`src/rtl/md_pkg.sv`:
```
// Shared multiply/divide definitions: op encodings, FSM states and the
// funct-to-op mapping used by the EX decoder.
package md_pkg;

    localparam int unsigned MD_OP_W = 3;

    // Unit op encodings
    localparam logic [MD_OP_W-1:0] MD_MULT  = 3'd0;
    localparam logic [MD_OP_W-1:0] MD_MULTU = 3'd1;
    localparam logic [MD_OP_W-1:0] MD_DIV   = 3'd2;
    localparam logic [MD_OP_W-1:0] MD_DIVU  = 3'd3;
    localparam logic [MD_OP_W-1:0] MD_MTHI  = 3'd4;
    localparam logic [MD_OP_W-1:0] MD_MTLO  = 3'd5;
    localparam logic [MD_OP_W-1:0] MD_NONE  = 3'd7;

    // R-type funct fields that map onto unit ops
    localparam logic [5:0] FUNCT_MTHI  = 6'h11;
    localparam logic [5:0] FUNCT_MTLO  = 6'h13;
    localparam logic [5:0] FUNCT_MULT  = 6'h18;
    localparam logic [5:0] FUNCT_MULTU = 6'h19;
    localparam logic [5:0] FUNCT_DIV   = 6'h1a;
    localparam logic [5:0] FUNCT_DIVU  = 6'h1b;

    typedef enum logic [1:0] {
        ST_IDLE = 2'd0,
        ST_RUN  = 2'd1,
        ST_FIX  = 2'd2
    } md_state_e;

    // Decoder helper: funct field to unit op (MD_NONE when not a unit op)
    function automatic logic [MD_OP_W-1:0] funct_to_op(input logic [5:0] funct);
        logic [MD_OP_W-1:0] res;
        res = MD_NONE;
        case (funct)
            FUNCT_MTHI:  res = MD_MTHI;
            FUNCT_MTLO:  res = MD_MTLO;
            FUNCT_MULT:  res = MD_MULT;
            FUNCT_MULTU: res = MD_MULTU;
            FUNCT_DIV:   res = MD_DIV;
            FUNCT_DIVU:  res = MD_DIVU;
            default:     res = MD_NONE;
        endcase
        return res;
    endfunction

endpackage

```
`src/rtl/md_sign_fix.sv`:
```
// Combinational sign handling for the multiply/divide unit.
// Ports:
//   a, b            raw operands;  is_signed selects two's complement view
//   abs_a_c/abs_b_c operand magnitudes; sign_a_c/sign_b_c operand signs
//   acc             unsigned magnitude result {hi,lo} from the iterative core
//   is_mul          1: acc is a product, 0: acc is {remainder, quotient}
//   res_sign_a/b    operand signs latched at op start
//   fixed_c         sign-corrected {hi,lo}
module md_sign_fix #(
    parameter int unsigned WIDTH = 32
) (
    input  logic [WIDTH-1:0]   a,
    input  logic [WIDTH-1:0]   b,
    input  logic               is_signed,
    output logic [WIDTH-1:0]   abs_a_c,
    output logic [WIDTH-1:0]   abs_b_c,
    output logic               sign_a_c,
    output logic               sign_b_c,
    input  logic [2*WIDTH-1:0] acc,
    input  logic               is_mul,
    input  logic               res_sign_a,
    input  logic               res_sign_b,
    output logic [2*WIDTH-1:0] fixed_c
);

    // Operand magnitudes on entry
    always_comb begin
        sign_a_c = is_signed & a[WIDTH-1];
        sign_b_c = is_signed & b[WIDTH-1];
        abs_a_c  = sign_a_c ? (~a + WIDTH'(1)) : a;
        abs_b_c  = sign_b_c ? (~b + WIDTH'(1)) : b;
    end

    // Result negation: product by sign xor; quotient by sign xor, remainder by dividend sign
    always_comb begin
        logic [WIDTH-1:0] rem;
        logic [WIDTH-1:0] quo;
        rem     = acc[2*WIDTH-1:WIDTH];
        quo     = acc[WIDTH-1:0];
        fixed_c = acc;
        if (is_mul) begin
            if (res_sign_a ^ res_sign_b) begin
                fixed_c = ~acc + (2*WIDTH)'(1);
            end
        end else begin
            if (res_sign_a ^ res_sign_b) begin
                quo = ~quo + WIDTH'(1);
            end
            if (res_sign_a) begin
                rem = ~rem + WIDTH'(1);
            end
            fixed_c = {rem, quo};
        end
    end

endmodule

```
`src/rtl/ex_muldiv_unit.sv`:
```
// Iterative radix-2 multiply/divide unit with architectural HI/LO registers.
// Ports:
//   CLK, RST        clock; synchronous active-low reset
//   start, op       request and op code (sampled only while busy=0)
//   rs, rt          operand A (multiplicand/dividend/MTHI-MTLO data), operand B
//   flush           abort the in-flight op, HI/LO unchanged
//   busy            op in flight
//   done            one-cycle pulse when HI/LO take a MULT/DIV result
//   div_by_zero     one-cycle pulse with done for a zero divisor
//   hi, lo          HI/LO registers
module ex_muldiv_unit
    import md_pkg::*;
#(
    parameter int unsigned WIDTH = 32
) (
    input  logic             CLK,
    input  logic             RST,
    input  logic             start,
    input  logic [2:0]       op,
    input  logic [WIDTH-1:0] rs,
    input  logic [WIDTH-1:0] rt,
    input  logic             flush,
    output logic             busy,
    output logic             done,
    output logic             div_by_zero,
    output logic [WIDTH-1:0] hi,
    output logic [WIDTH-1:0] lo
);

    localparam int unsigned CNT_W = $clog2(WIDTH) + 1;
    localparam int unsigned ACC_W = 2 * WIDTH;

    md_state_e          state_q, state_d;
    logic [CNT_W-1:0]   cnt_q, cnt_d;
    logic [ACC_W-1:0]   acc_q, acc_d;
    logic [WIDTH-1:0]   opb_q, opb_d;
    logic               is_mul_q, is_mul_d;
    logic               sign_a_q, sign_a_d;
    logic               sign_b_q, sign_b_d;
    logic               dz_q, dz_d;
    logic [WIDTH-1:0]   hi_q, hi_d;
    logic [WIDTH-1:0]   lo_q, lo_d;
    logic               busy_q, busy_d;
    logic               done_q, done_d;
    logic               dbz_q, dbz_d;

    logic [WIDTH-1:0]   abs_a_c, abs_b_c;
    logic               sign_a_c, sign_b_c;
    logic [ACC_W-1:0]   fixed_c;
    logic               is_signed_c;

    logic [WIDTH:0]     mul_sum_c;
    logic [WIDTH:0]     rem_sh_c;
    logic [WIDTH-1:0]   rem_diff_c;
    logic               rem_ge_c;

    assign is_signed_c = (op == MD_MULT) || (op == MD_DIV);

    md_sign_fix #(.WIDTH(WIDTH)) u_sign_fix (
        .a          (rs),
        .b          (rt),
        .is_signed  (is_signed_c),
        .abs_a_c    (abs_a_c),
        .abs_b_c    (abs_b_c),
        .sign_a_c   (sign_a_c),
        .sign_b_c   (sign_b_c),
        .acc        (acc_q),
        .is_mul     (is_mul_q),
        .res_sign_a (sign_a_q),
        .res_sign_b (sign_b_q),
        .fixed_c    (fixed_c)
    );

    // Datapath step: shift-add on the upper half, or restoring subtract of the shifted remainder
    always_comb begin
        mul_sum_c  = {1'b0, acc_q[ACC_W-1:WIDTH]} + {1'b0, opb_q};
        rem_sh_c   = {acc_q[ACC_W-1:WIDTH], acc_q[WIDTH-1]};
        rem_ge_c   = rem_sh_c >= {1'b0, opb_q};
        // Only consumed when rem_ge_c, where the true difference fits in WIDTH bits
        rem_diff_c = rem_sh_c[WIDTH-1:0] - opb_q;
    end

    // Next-state and output logic
    always_comb begin
        state_d  = state_q;
        cnt_d    = cnt_q;
        acc_d    = acc_q;
        opb_d    = opb_q;
        is_mul_d = is_mul_q;
        sign_a_d = sign_a_q;
        sign_b_d = sign_b_q;
        dz_d     = dz_q;
        hi_d     = hi_q;
        lo_d     = lo_q;
        busy_d   = busy_q;
        done_d   = 1'b0;
        dbz_d    = 1'b0;

        case (state_q)
            ST_IDLE: begin
                busy_d = 1'b0;
                if (start && !flush) begin
                    case (op)
                        MD_MULT, MD_MULTU: begin
                            // Low half holds the multiplier, shifted out LSB first
                            acc_d    = {WIDTH'(0), abs_b_c};
                            opb_d    = abs_a_c;
                            is_mul_d = 1'b1;
                            sign_a_d = sign_a_c;
                            sign_b_d = sign_b_c;
                            dz_d     = 1'b0;
                            cnt_d    = '0;
                            busy_d   = 1'b1;
                            state_d  = ST_RUN;
                        end
                        MD_DIV, MD_DIVU: begin
                            // Low half holds the dividend, shifted out MSB first
                            acc_d    = {WIDTH'(0), abs_a_c};
                            opb_d    = abs_b_c;
                            is_mul_d = 1'b0;
                            sign_a_d = sign_a_c;
                            sign_b_d = sign_b_c;
                            dz_d     = (rt == '0);
                            cnt_d    = '0;
                            busy_d   = 1'b1;
                            state_d  = ST_RUN;
                        end
                        MD_MTHI: hi_d = rs;
                        MD_MTLO: lo_d = rs;
                        default: ;
                    endcase
                end
            end

            ST_RUN: begin
                if (flush) begin
                    busy_d  = 1'b0;
                    state_d = ST_IDLE;
                end else begin
                    if (is_mul_q) begin
                        acc_d = acc_q[0] ? {mul_sum_c, acc_q[WIDTH-1:1]}
                                         : {1'b0, acc_q[ACC_W-1:1]};
                    end else begin
                        acc_d = rem_ge_c ? {rem_diff_c, acc_q[WIDTH-2:0], 1'b1}
                                         : {rem_sh_c[WIDTH-1:0], acc_q[WIDTH-2:0], 1'b0};
                    end
                    cnt_d = cnt_q + CNT_W'(1);
                    if (cnt_q == CNT_W'(WIDTH - 1)) begin
                        state_d = ST_FIX;
                    end
                end
            end

            ST_FIX: begin
                busy_d  = 1'b0;
                state_d = ST_IDLE;
                if (!flush) begin
                    // Zero divisor: remainder correction restores raw rs; quotient forced to all ones
                    hi_d   = fixed_c[ACC_W-1:WIDTH];
                    lo_d   = dz_q ? '1 : fixed_c[WIDTH-1:0];
                    done_d = 1'b1;
                    dbz_d  = dz_q;
                end
            end

            default: begin
                busy_d  = 1'b0;
                state_d = ST_IDLE;
            end
        endcase
    end

    // State registers
    always_ff @(posedge CLK) begin
        if (!RST) begin
            state_q  <= ST_IDLE;
            cnt_q    <= '0;
            acc_q    <= '0;
            opb_q    <= '0;
            is_mul_q <= 1'b0;
            sign_a_q <= 1'b0;
            sign_b_q <= 1'b0;
            dz_q     <= 1'b0;
            hi_q     <= '0;
            lo_q     <= '0;
            busy_q   <= 1'b0;
            done_q   <= 1'b0;
            dbz_q    <= 1'b0;
        end else begin
            state_q  <= state_d;
            cnt_q    <= cnt_d;
            acc_q    <= acc_d;
            opb_q    <= opb_d;
            is_mul_q <= is_mul_d;
            sign_a_q <= sign_a_d;
            sign_b_q <= sign_b_d;
            dz_q     <= dz_d;
            hi_q     <= hi_d;
            lo_q     <= lo_d;
            busy_q   <= busy_d;
            done_q   <= done_d;
            dbz_q    <= dbz_d;
        end
    end

    assign busy        = busy_q;
    assign done        = done_q;
    assign div_by_zero = dbz_q;
    assign hi          = hi_q;
    assign lo          = lo_q;

endmodule

```
`config.mk`:
```
export PLATFORM = sky130hd
export DESIGN_NAME = ex_muldiv_unit
export DESIGN_NICKNAME = d
export VERILOG_FILES = /design/src/rtl/md_pkg.sv /design/src/rtl/md_sign_fix.sv /design/src/rtl/ex_muldiv_unit.sv
export SDC_FILE = /design/constraint.sdc
export NUM_CORES = 1
export LEC_CHECK = 0
export CAP_MARGIN = 5
export CORE_AREA = 2 2 214 216
export CTS_CLUSTER_DIAMETER = 30
export DETAILED_ROUTE_END_ITERATION = 8
export DIE_AREA = 0 0 216 218
export GPL_ROUTABILITY_DRIVEN = 0
export PLACE_DENSITY = 0.55
export SYNTH_ARGS = -nofsm -noshare
export SYNTH_HDL_FRONTEND = slang
export SYNTH_HIERARCHICAL = 1
export SYNTH_SLANG_ARGS = --single-unit
export TNS_END_PERCENT = 1
```
`constraint.sdc`:
```
create_clock -name CLK -period 7 [get_ports CLK]
set_input_delay 1.75 -clock CLK [delete_from_list [all_inputs] [get_ports CLK]]
set_output_delay 1.75 -clock CLK [all_outputs]
set_load 0.02 [all_outputs]
```
==> impl_metrics.json <==
{
  "crit_end": "acc_q[24]",
  "cp_common_cell": "nand2_1",
  "critPathTopFamily": "simple AND/OR/NAND/NOR gates",
  "cp-startpoint": "rs[4]",
  "p_int_uw": 1873,
  "cts-root-buf": "clkbuf_16",
  "worst_slack_ps": 2181,
  "num_rows": 78,
  "r2r-start": "acc_q[31]",
  "grt_util_met1_pct": 34.81,
  "rsz0062_at_grt": "false",
  "synth_nets": 2314,
  "clock_path_buffers": 2,
  "yosysTopAreaCellShare_pct": 22.55,
  "cts_resized": 0,
  "ctsHoldBuffers": 0,
  "cts_buffers": 17,
  "yosys_warnings": 6,
  "tightestPinTransition_ps": 1065,
  "grt_util_met3_pct": 3.054,
  "hold_path.class": "register to register",
  "power_density_nw_per_um2": 164.9,
  "met2_usage_pct": 41.49,
  "grt_pass1_vias": 15805,
  "dieArea_um2": 47090,
  "die_w_um": 216,
  "gr-total-overflow": 0,
  "synth_cell_type_count": 92,
  "synthArstFlopShare_pct": 0,
  "clk_pin_slew_ps": 70,
  "wl_per_cell_um": 22.14,
  "hold_viol": 0,
  "ys_seq_area_share_pct": 22.55,
  "ant_nets": 0,
  "synth_edf_count": 0,
  "switching_share_pct": 36.37,
  "maxSlewHeadroom_pct": 28.77,
  "ys_ff_latch": 175,
  "crit_type": "primary input to register",
  "drcViolationCount": 0,
  "vias": 16872,
  "fmax_mhz": 207.5,
  "final.min_clock_period_ps": 4819,
  "finalCritPeriodShare_pct": 68.84,
  "pre_cts_ws_ps": 1851,
  "cts_num_sinks": 175,
  "grt_pass1_wl_um": 95300,
  "slew_viol_final": 0,
  "drive_gt1_share_pct": 5.095,
  "start_util_pct": 34.60,
  "cpPeakStageDelay_ps": 660,
  "antennaDiodeCount": 0,
  "tns_ps": 0,
  "required_ps": 7400,
  "firstDrtPassIters": 5,
  "clock_latency_ps": 480,
  "die_h_um": 218,
  "status": "finished, final reports clean",
  "core-area_um2": 44890,
  "drt_wl_total_um": 62390,
  "track_usage_pct": 26.13,
  "synthCells": 2172,
  "vias_per_cell": 5.987,
  "grt_max_degree": 83,
  "rr_worst_depth": 11,
  "htreeDepth": 4,
  "layout_commonest_cell": "nand2_1",
  "synth_area_um2": 15530,
  "tritoncts": "yes",
  "ir_drop_uv": 173.4,
  "synth_top_area_cell": "dfxtp_1",
  "p_sw_uw": 1070,
  "r2r_end": "acc_q[51]",
  "cts_setup_buffers": 0,
  "area_growth_pct": 14.88,
  "seqPwrFrac_pct": 36.9,
  "maxCapViolCount": 0,
  "critPathBufInv": 1,
  "p_comb_share_pct": 28.1,
  "final_cell_mix": "nand2_1, nor2_1, a21oi_1",
  "grt-busiest-layer": "met2",
  "crit_cells": 10,
  "cp_cell_sequence": "clkdlybuf4s50_1 -> or4_1 -> nor4_2 -> nand2_1 -> o31ai_1 -> xnor2_1 -> nand2_1 -> a311oi_1 -> a21oi_1 -> nor2_1",
  "syn_avg_cell_area_um2": 7.152,
  "nets": 2347,
  "dominantRegCellSynth": "dfxtp_1",
  "finalClockSkew_ps": 19.48,
  "r2r_setup_slack_ps": 3020,
  "worst_setup_path_end_kind": "register",
  "power.leakage_uw": 0.007050,
  "cp_max_fo": 8,
  "antenna_found_initial": 0,
  "synth_area_leaders": "dfxtp_1, nand2_1, nor2_1, a21oi_1, a311oi_1",
  "p_clk_share_pct": 35.0,
  "dp.final_hpwl_um": 47050,
  "port-buffer-count": 137,
  "drtIter0Drc": 2019,
  "setup_violations": 0,
  "cp_slowest_cell": "nor4_2",
  "setup.worst_path.start_class": "primary input",
  "ioPinCount": 138,
  "critical_path_arrival_ps": 5220
}
per-stage QoR:
| stage | std cells | utilization (%) | hold WS, ps | cell area [um2] | power, uW |
|---|---|---|---|---|---|
| finish | 2818 | 39.75 | 482.6 | 17850 | 2943 |
| floorplan | 2172 | - | 449.2 | 15530 | 1651 |
| global route | 2818 | 39.75 | 522.9 | 17850 | 3071 |
| global placement | 2786 | 38.41 | 458.8 | 17250 | 1912 |
| detailed placement | 2786 | 38.41 | 475.3 | 17250 | 1915 |
| CTS | 2818 | 39.75 | 485.6 | 17850 | 2942 |
synth_stat cells, types with 12 or more instances:
cell,instances
nand2_1,307
nor2_1,267
a21oi_1,188
dfxtp_1,175
clkbuf_1,114
nor3_1,111
a311oi_1,99
xor2_1,87
xnor2_1,86
o21ai_0,72
ha_1,69
inv_1,66
a211oi_1,42
nor2b_1,41
a21o_1,29
nand3_1,29
nor4_1,29
mux2i_1,27
o31ai_1,24
or4_1,19
nand4_1,18
o211ai_1,15
o41ai_1,15
a31oi_1,14
nand2b_1,12
tightest hold or removal path, delay by kind of cell (launching register included):
kind | cells | cell delay, ps
compound gates | 1 | 50
flops | 1 | 330
simple gates | 1 | 60
state kept, by name, summed over array words and instances (netlist names):
register,cells
busy,1
sign_a_q,1
dz_q,1
done,1
opb_q,32
is_mul_q,1
hi,32
acc_q,64
sign_b_q,1
div_by_zero,1
lo,32
state_q,2
cnt_q,6
logic make-up after synthesis:
kind of cell / share of synthesized area [%]
multiplexers: 2.537
flip-flops: 22.55
buffers and inverters: 5.598
adder cells (fa/ha/maj): 5.815
XOR/XNOR: 9.754
AND/OR/NAND/NOR: 26.51
AO/OA/AOI/OAI: 27.24
layer usage:
layer | vias up | wire length [um] | share of wire, %
li1 | 7965 | - | -
met1 | 8035 | 26790 | 43
met2 | 744 | 28040 | 45
met3 | 128 | 4382 | 7.0
met4 | 0 | 3173 | 5.1
met5 | - | 0 | 0
worst min-delay path by stage:
stage                         from       end  slack (ps)  cells after the start
after floorplan           cnt_q[1]  cnt_q[1]         450                      2
after global placement    cnt_q[1]  cnt_q[1]         460                      2
after detailed placement  cnt_q[1]  cnt_q[1]         480                      2
after CTS                 cnt_q[1]  cnt_q[1]         490                      2
after global routing      cnt_q[1]  cnt_q[1]         520                      2
final                     cnt_q[1]  cnt_q[1]         480                      2
power by group through the flow:
stage                     clock [uW]  sequential (uW)  combinational (uW)
after floorplan                    0             1080                 566
after global placement             0             1110                 805
after detailed placement           0             1110                 808
after CTS                       1040             1080                 814
after global routing            1080             1090                 899
final                           1030             1090                 826
cell type report:
cell class	instances	area, um2
clock inverters	15	176.4
multi-input cells	1786	11210
well taps	600	750.7
flip-flops and latches	175	3506
repair buffers	157	1521
clock buffers	17	425.4
fillers	4837	27050
inverters	68	257.7
Note: power is estimated with default switching activity, not from simulation.
